### config.mk
export PLATFORM = sky130hd
export DESIGN_NAME = preg_free_list
export DESIGN_NICKNAME = d
export VERILOG_FILES = /design/src/rtl/preg_free_list_pkg.sv /design/src/rtl/preg_free_list_prefix_popcount.sv /design/src/rtl/preg_free_list.sv
export SDC_FILE = /design/constraint.sdc
export NUM_CORES = 1
export LEC_CHECK = 0
export CAP_MARGIN = 20
export CORE_ASPECT_RATIO = 2
export CORE_MARGIN = 2
export CORE_UTILIZATION = 50
export CTS_BUF_LIST = sky130_fd_sc_hd__clkbuf_16
export CTS_CLUSTER_SIZE = 14
export DETAILED_ROUTE_END_ITERATION = 12
export MAX_ROUTING_LAYER = met4
export PLACE_DENSITY = 0.68
export SLEW_MARGIN = 10
export SYNTH_ARGS = -nofsm -noshare
export SYNTH_HDL_FRONTEND = slang
export SYNTH_SLANG_ARGS = --single-unit
### constraint.sdc
create_clock -name clk -period 4.6 [get_ports clk]
set_clock_uncertainty 0.05 [all_clocks]
set_input_delay 0.69 -clock clk [delete_from_list [all_inputs] [get_ports clk]]
set_output_delay 0.69 -clock clk [all_outputs]
set_load 0.05 [all_outputs]
### src/rtl/preg_free_list_pkg.sv
// Shared types and default widths for the physical-register free list.
// Slot widths follow the codebase config macros when they are defined.
`ifndef CFG_DECODE_WIDTH
`define CFG_DECODE_WIDTH 2
`endif

`ifndef CFG_COMMIT_WIDTH
`define CFG_COMMIT_WIDTH 2
`endif

package preg_free_list_pkg;

  localparam int unsigned DECODE_WIDTH_DEF = `CFG_DECODE_WIDTH;
  localparam int unsigned COMMIT_WIDTH_DEF = `CFG_COMMIT_WIDTH;

  localparam int unsigned PHY_REG_NUM_DEF = 64;
  localparam int unsigned PW_DEF          = $clog2(PHY_REG_NUM_DEF);

  typedef logic [PW_DEF-1:0] preg_idx_t;
  typedef logic [PW_DEF:0]   preg_ptr_t;

endpackage

### src/rtl/preg_free_list_prefix_popcount.sv
// Exclusive prefix counts and total population count of a bit vector.
module prefix_popcount #(
  parameter  int unsigned WIDTH = 2,
  localparam int unsigned CW    = $clog2(WIDTH + 1)
) (
  input  logic [WIDTH-1:0]         vec,
  output logic [WIDTH-1:0][CW-1:0] prefix,
  output logic [CW-1:0]            total
);

  logic [CW-1:0] acc;

  always_comb begin
    acc    = '0;
    prefix = '0;
    for (int unsigned i = 0; i < WIDTH; i++) begin
      prefix[i] = acc;
      acc       = acc + CW'(vec[i]);
    end
    total = acc;
  end

endmodule

### src/rtl/preg_free_list.sv
// Circular free list of physical registers: speculative head for rename,
// committed head for flush rollback, tail fed by freed previous mappings.
module preg_free_list
  import preg_free_list_pkg::*;
#(
  parameter  int unsigned PHY_REG_NUM  = PHY_REG_NUM_DEF,
  parameter  int unsigned DECODE_WIDTH = DECODE_WIDTH_DEF,
  parameter  int unsigned COMMIT_WIDTH = COMMIT_WIDTH_DEF,
  localparam int unsigned PW           = $clog2(PHY_REG_NUM)
) (
  input  logic                             clk,
  input  logic                             rst_n,
  input  logic                             alloc_valid_i,
  input  logic [DECODE_WIDTH-1:0]          alloc_req_i,
  output logic                             alloc_ready_o,
  output logic [DECODE_WIDTH-1:0][PW-1:0]  preg_o,
  input  logic                             restore_i,
  input  logic [COMMIT_WIDTH-1:0]          commit_valid_i,
  input  logic [COMMIT_WIDTH-1:0]          commit_dest_valid_i,
  input  logic [COMMIT_WIDTH-1:0][PW-1:0]  commit_pdest_i,
  input  logic [COMMIT_WIDTH-1:0]          commit_ppdst_valid_i,
  input  logic [COMMIT_WIDTH-1:0][PW-1:0]  commit_ppdst_i,
  output logic [PW:0]                      free_cnt_o,
  output logic [PHY_REG_NUM-1:0]           arch_valid_o
);

  localparam int unsigned PTRW = PW + 1;
  localparam int unsigned RCW  = $clog2(DECODE_WIDTH + 1);
  localparam int unsigned CCW  = $clog2(COMMIT_WIDTH + 1);

  logic [PW-1:0]          fifo_q [PHY_REG_NUM];
  logic [PW:0]            head_q, chead_q, tail_q;
  logic [PW:0]            head_n, chead_n, tail_n;
  logic [PHY_REG_NUM-1:0] arch_valid_q, arch_valid_n;

  logic [DECODE_WIDTH-1:0][RCW-1:0] req_prefix;
  logic [RCW-1:0]                   req_total;
  logic [COMMIT_WIDTH-1:0]          push_mask, dest_mask;
  logic [COMMIT_WIDTH-1:0][CCW-1:0] push_prefix;
  logic [CCW-1:0]                   push_total;
  logic [PW:0]                      dest_cnt;
  logic                             fire;

  prefix_popcount #(.WIDTH(DECODE_WIDTH)) u_req_cnt (
    .vec    (alloc_req_i),
    .prefix (req_prefix),
    .total  (req_total)
  );

  assign push_mask = commit_valid_i & commit_ppdst_valid_i;
  assign dest_mask = commit_valid_i & commit_dest_valid_i;

  prefix_popcount #(.WIDTH(COMMIT_WIDTH)) u_push_cnt (
    .vec    (push_mask),
    .prefix (push_prefix),
    .total  (push_total)
  );

  assign free_cnt_o    = tail_q - head_q;
  assign alloc_ready_o = free_cnt_o >= PTRW'(DECODE_WIDTH);
  assign fire          = alloc_valid_i & alloc_ready_o & ~restore_i;
  assign arch_valid_o  = arch_valid_q;

  always_comb begin
    for (int unsigned i = 0; i < DECODE_WIDTH; i++) begin
      preg_o[i] = alloc_req_i[i] ? fifo_q[head_q[PW-1:0] + PW'(req_prefix[i])] : '0;
    end
  end

  always_comb begin
    dest_cnt = '0;
    for (int unsigned i = 0; i < COMMIT_WIDTH; i++) begin
      dest_cnt = dest_cnt + PTRW'(dest_mask[i]);
    end
    chead_n = chead_q + dest_cnt;
    tail_n  = tail_q + PTRW'(push_total);
    head_n  = head_q;
    if (restore_i) begin
      head_n = chead_n;
    end else if (fire) begin
      head_n = head_q + PTRW'(req_total);
    end
  end

  // Clear-then-set per slot in program order lets a younger slot override an older one.
  always_comb begin
    arch_valid_n = arch_valid_q;
    for (int unsigned i = 0; i < COMMIT_WIDTH; i++) begin
      if (commit_valid_i[i]) begin
        if (commit_ppdst_valid_i[i]) arch_valid_n[commit_ppdst_i[i]] = 1'b0;
        if (commit_dest_valid_i[i])  arch_valid_n[commit_pdest_i[i]] = 1'b1;
      end
    end
  end

  always_ff @(posedge clk or negedge rst_n) begin
    if (!rst_n) begin
      head_q       <= '0;
      chead_q      <= '0;
      tail_q       <= PTRW'(PHY_REG_NUM);
      arch_valid_q <= '0;
    end else begin
      head_q       <= head_n;
      chead_q      <= chead_n;
      tail_q       <= tail_n;
      arch_valid_q <= arch_valid_n;
    end
  end

  always_ff @(posedge clk or negedge rst_n) begin
    if (!rst_n) begin
      for (int unsigned k = 0; k < PHY_REG_NUM; k++) fifo_q[k] <= PW'(k);
    end else begin
      for (int unsigned i = 0; i < COMMIT_WIDTH; i++) begin
        if (push_mask[i]) fifo_q[tail_q[PW-1:0] + PW'(push_prefix[i])] <= commit_ppdst_i[i];
      end
    end
  end

  a_free_bound : assert property (@(posedge clk) disable iff (!rst_n)
    free_cnt_o <= PTRW'(PHY_REG_NUM));
  a_chead_behind_head : assert property (@(posedge clk) disable iff (!rst_n)
    (head_q - chead_q) <= PTRW'(PHY_REG_NUM));
  a_no_overfill : assert property (@(posedge clk) disable iff (!rst_n)
    (tail_q - chead_q) <= PTRW'(PHY_REG_NUM));
  a_commit_allocated : assert property (@(posedge clk) disable iff (!rst_n)
    dest_cnt <= (head_q - chead_q));

endmodule

==> results.cfg, run 1 <==
[clocking]
cts_num_sinks = 469
cts-root-buf = clkbuf_16
clk_latency_ns = 0.60
cts_tree = built
clkTransAtPathRegs_ns = 0.07
h-tree-depth = 2
numCtsBuffers = 45
ctsLongestPathBuffers = 3

[critical_path]
path_cells = mux4_2, nand2_1, nand2_1, a221oi_1, a221oi_1, o21ai_0, a31oi_1, dlygate4sd2_1
cp.arrival_ns = 3.81
critPathKind = flip-flop to primary output
end_kind = primary output
crit_family = compound AO/OA/AOI/OAI gates
cp_slowest_stage_delay_ns = 0.74
cp_slowest_cell = dfrtp_4
cp.buffers_inverters = 1
crit_required_ns = 3.86
critPathLaunchType = flip-flop
worstPathMaxFanout = 30

[sta]
worstMarginPinSlew_ns = 1.18
hold_violations = 0
setup_tns_ns = 0
grt_setup_unrepaired = false
final_max_slew_viol_count = 0
relSlewSlack_pct = 21.0
fin_ws_ns = 0.0452
setup_violations = 0
fin_crit_ns = 4.55
max_freq_mhz = 220
fin_crit_sh_pct = 99.0

[pwr]
pwr-share-clk_pct = 16.5
pwr-share-seq_pct = 34.9
switchingPower_w = 0.00992
p_leak_nw = 13.2
p_comb_share_pct = 48.6
switching_share_pct = 43.5
power_density_mw_per_mm2 = 674
vdd_drop_max_mv = 0.484
p_int_w = 0.0129

[finish]
final_cell_mix = o21ai_0, mux2i_1, nand2_1
fin_area_mm2 = 0.0339
area_growth_pct = 12.2
final_common_cell = o21ai_0
drive_gt1_share_pct = 24.2
nNetsFinal = 3027

[synthesis]
synth_edf_count = 0
synth_seq_cells = 469
syn-num-nets = 2990
synthCells = 2937
synth_cell_types = 65
async_flop_share_pct = 100
synth_top_area_share_pct = 22.9
synth_area_mm2 = 0.0302
yosysTopAreaCell = dfrtp_1
seq_area_frac_synth_pct = 39.7
synthFlopType = dfrtp_1
synthTopCellsByArea = dfrtp_1, mux4_2, dfstp_2
ys_warn_count = 0
syn_area_per_cell_um2 = 10.3

[die]
dieArea_mm2 = 0.0625
die_w_um = 178
die_y_um = 351
rows = 127
initial_utilization_pct = 50.4
ios = 120
fp.coreArea_mm2 = 0.0599

[global_route]
grt_pass1_vias = 26400
grt_pass1_wl_um = 185000
met3_usage_pct = 9.39
use_met1_pct = 44.2
antenna_found_initial = 3
grt_max_degree = 111
overflow = 0
grt_usage_pct = 42.9
global_route.usage.met2_pct = 66.4
grt.busiest_layer = met2

[routing]
drt_first_pass_iters = 6
vias_per_cell = 6.99
totalWireLength_um = 128000
via_count = 26400
drt_iter0_markers = 3179
routedWlPerCell_um = 33.8
drc_errors = 0
ant_nets = 0

[hold_path]
min_path_type = input port to async pin

[place]
pre_cts_slack_ns = -0.0252
hpwl_um = 89400
gp_congestion = 1.09
portBuffers = 119
dpl-instance-area_mm2 = 0.0323

[run]
maxCapViolations = 0

[status]
status = complete, no violations
## worst paths after layout
| path | from | to | slack [ns] | depth (start not counted) |
|---|---|---|---|---|
| worst max-delay path | head_q[1] | preg_o[5] | 0.05 | 8 |
| worst min-delay path | rst_n | fifo_q[109] | 0.1 | 1 |
| worst max register to register | tail_q[1] | fifo_q[347] | 0.94 | 7 |
| worst min register to register | chead_q[6] | chead_q[6] | 0.43 | 1 |
| max in group asynchronous | rst_n | fifo_q[321] | 3.22 | 2 |
| min in group clk | chead_q[6] | chead_q[6] | 0.43 | 1 |
## logic make-up after synthesis
family / count (synthesis) / synth area share [%]
buffers and inverters: 286 / 3.80
adders and majority gates: 17 / 0.804
xor gates and xnor gates: 25 / 0.725
AOI/OAI and AO/OA: 675 / 12.0
DFF: 469 / 39.7
and+or+nand+nor: 819 / 12.2
muxes: 646 / 30.8
## state kept, by name, summed over array words and instances, names as in the netlist
register      cells
arch_valid_o     64
chead_q           7
fifo_q          384
head_q            7
tail_q            7
## cell type report
class	count	area [um2]
Clock buffer	46	1150
Timing Repair Buffer	250	2260
Fill cell	5076	26000
Antenna cell	3	7.51
Inverter	26	97.6
Sequential cell	469	12000
Tap cell	774	968
Multi-Input combinational cell	2182	17100
Clock inverter	35	256
## stage by stage
step / power (W) / hold WS, ns / utilization (%) / cells
5_1_grt: 0.0235 / 0.194 / 56.5 / 3785
6_report: 0.0228 / 0.0983 / 56.5 / 3785
2_1_floorplan: 0.0143 / 0.344 / - / 2937
3_3_place_gp: 0.0182 / 0.412 / 54.0 / 3689
4_1_cts: 0.0224 / 0.163 / 56.4 / 3771
3_5_place_dp: 0.0186 / 0.411 / 54.0 / 3689
## layer usage
layer  up-vias  routed length (um)
met5         -                   0
met4         0               16600
met3       859               12200
met2      2009               59800
met1     12800               39200
li1      10800                   -
## power by group through the flow
stage / clock [W] / sequential (W) / combinational, W
after floorplan: 0 / 0.00705 / 0.00729
after global placement: 0 / 0.00787 / 0.0104
after detailed placement: 0 / 0.00789 / 0.0107
after CTS: 0.00378 / 0.00782 / 0.0108
after global routing: 0.00394 / 0.00797 / 0.0116
final: 0.00376 / 0.00797 / 0.0111
## cells in the mapped netlist, types with 13 or more instances
master    count
or2_2        26
mux2i_1     416
dfrtp_1     276
a21oi_1     145
o22ai_1      24
dfstp_2     193
nand2_1     367
buf_1        25
nand3_1      48
inv_1        20
buf_2        34
nand3b_1     27
nor2_1      221
nor3_1       33
nor2_2       27
o21ai_0     447
xnor2_1      18
clkbuf_1    193
mux4_2      227
ha_1         13
or3b_2       13
## repair_timing
item / CTS / global route
hold buffers: 0 / 0
cloned: 0 / 0
pin swaps: 0 / 1
resized for setup: 3 / 7
setup buffers: 1 / 5
setup endpoints to repair: 11 / 9
(Power assumes the default switching activity.)
==> inputs of run 2 (changes only) <==
--- a/config.mk
+++ b/config.mk
@@ -14,5 +14,5 @@
 export DETAILED_ROUTE_END_ITERATION = 12
 export MAX_ROUTING_LAYER = met4
-export PLACE_DENSITY = 0.68
+export PLACE_DENSITY = 0.69
 export SLEW_MARGIN = 10
 export SYNTH_ARGS = -nofsm -noshare
--- a/constraint.sdc
+++ b/constraint.sdc
@@ -3,3 +3,3 @@
 set_input_delay 0.69 -clock clk [delete_from_list [all_inputs] [get_ports clk]]
 set_output_delay 0.69 -clock clk [all_outputs]
-set_load 0.05 [all_outputs]
+set_load 0.02 [all_outputs]
==> run 2 against run 1 <==
  * Global-route usage is 0.65 points higher
  * Core utilization is 0.35 points higher
  * Clock-buffer cell count is 3 higher
  * Critical path depth is 1 higher
  * Worst setup slack worse by 0.017 ns
  * The flow now finishes with violations (negative hold slack)
  * First-iteration DRC count is 14% lower
  * Via count is 1.7% lower
  * Critical endpoint unchanged
  * Final area is 0.63% higher
  * Sequential power is 2.8% lower
  * Largest cell class unchanged
  * Combinational power hardly changed
  * Critical path type unchanged
==> results.cfg, run 2 (synthesis gave the netlist of run 1 again) <==
[finish]
area_growth_pct = 12.9
fin_cells = 3778
final_common_cell = o21ai_0
n_antenna_cell = 0
utilization_pct = 56.9
fillers = 5011
largest_register_ffs = 384
nNetsFinal = 3019
drive_gt1_share_pct = 24.1
final_cell_mix = o21ai_0, mux2i_1, nand2_1
largest_register = fifo_q

[sta]
grt_setup_unrepaired = true
max_freq_mhz = 219
hold_slack_ns = -0.0121
worstMarginPinSlew_ns = 1.33
final_max_slew_viol_count = 0
setup_violations = 0
relSlewSlack_pct = 11.1
hold_violations = 6
setup_tns_ns = 0
fin_crit_ns = 4.57
fin_crit_sh_pct = 99.4

[die]
ios = 120
fp.coreArea_mm2 = 0.0599
die_y_um = 351
initial_utilization_pct = 50.4
die_w_um = 178
dieArea_mm2 = 0.0625
rows = 127

[critical_path]
critPathLaunchType = flip-flop
end_kind = primary output
cp.arrival_ns = 3.83
critPathKind = flip-flop to primary output
worstPathMaxFanout = 30
crit_required_ns = 3.86

[pwr]
switchingPower_w = 0.00928
pwr-share-clk_pct = 17.7
total_power_w = 0.0225
pwr-share-seq_pct = 34.5
p_comb_share_pct = 47.9
vdd_drop_max_mv = 0.375
p_int_w = 0.0132
switching_share_pct = 41.3
power_density_mw_per_mm2 = 660
p_leak_nw = 13.2

[place]
gp_congestion = 1.03
dpl.cell_count = 3685
portBuffers = 119
hpwl_um = 93600

[clocking]
numCtsBuffers = 46
clk_latency_ns = 0.61
clkTransAtPathRegs_ns = 0.07
cts_tree = built
cts-hold-fix-buffers = 0
cts-root-buf = clkbuf_16
h-tree-depth = 2
cts_num_sinks = 469
ctsLongestPathBuffers = 3

[run]
maxCapViolations = 0

[routing]
via_count = 26000
ant_nets = 0
vias_per_cell = 6.88
totalWireLength_um = 130000
drc_errors = 0
routedWlPerCell_um = 34.4
drt_iter0_markers = 2731
drt_first_pass_iters = 8

[global_route]
grt_pass1_wl_um = 187000
grt_max_degree = 108
grt_pass1_vias = 26000
overflow = 0
grt_usage_pct = 43.5
antenna_found_initial = 0

[status]
status = finished with violations
violations = negative hold slack

[hold_path]
min_path_type = input port to async pin
==> run 2: worst paths after layout <==
path | from | to | slack, ns | depth (start not counted)
setup / recovery | head_q[1] | preg_o[5] | 0.03 | 9
hold / removal | rst_n | fifo_q[106] | -0.01 | 1
setup reg to reg | tail_q[0] | fifo_q[74] | 1.04 | 6
hold reg to reg | chead_q[6] | chead_q[6] | 0.43 | 1
max in group asynchronous | rst_n | head_q[1] | 3.42 | 2
min in group clk | chead_q[6] | chead_q[6] | 0.43 | 1
==> run 2: layer usage <==
metal | wire length [um] | global-route usage [%] | vias up
li1 | - | - | 10800
met1 | 39400 | 43.7 | 12700
met2 | 64300 | 71.7 | 1801
met3 | 10000 | 6.33 | 668
met4 | 16300 | 41.2 | 0
met5 | 0 | - | -
==> run 2: worst max-delay path: stages (launching register included) <==
cell and delay (ns):
dfrtp_4 0.67, buf_16 0.28, mux4_2 0.58, nand2_1 0.09, nand2_1 0.07, a221oi_1 0.32
a221oi_1 0.09, o21ai_1 0.36, a31oi_1 0.14, clkdlybuf4s50_1 0.61
==> run 2: cell type report <==
type                            instances  area [um2]  share of cell area (%)
Multi-Input combinational cell       2182       17200                    50.4
Sequential cell                       469       12000                    35.2
Timing Repair Buffer                  241        2350                    6.91
Clock buffer                           49        1230                    3.60
Tap cell                              774         968                    2.84
Clock inverter                         37         284                   0.833
Inverter                               26        97.6                   0.286
==> run 2: power groups by stage <==
stage               clock (W)  combinational, W  sequential (W)
floorplan                   0           0.00691         0.00677
global placement            0            0.0100         0.00769
detailed placement          0            0.0103         0.00768
CTS                   0.00400            0.0105         0.00763
global route          0.00415            0.0113         0.00777
finish                0.00397            0.0108         0.00775
==> run 2: what timing repair did <==
item | in CTS | in global routing
endpoints found under the setup margin | 12 | 10
resized for setup | 14 | 13
hold endpoints to repair | 0 | 0
pin swaps | 1 | 1
cloned | 2 | 1
setup buffers | 2 | 2
==> run 2: metrics by stage <==
stage | instance area, um2 | setup slack (ns)
after detailed placement | 32400 | -0.345
after global routing | 34100 | -0.0393
after global placement | 32400 | -0.379
after CTS | 34000 | 0.00270
after floorplan | 30200 | 0.839
final | 34100 | 0.0287
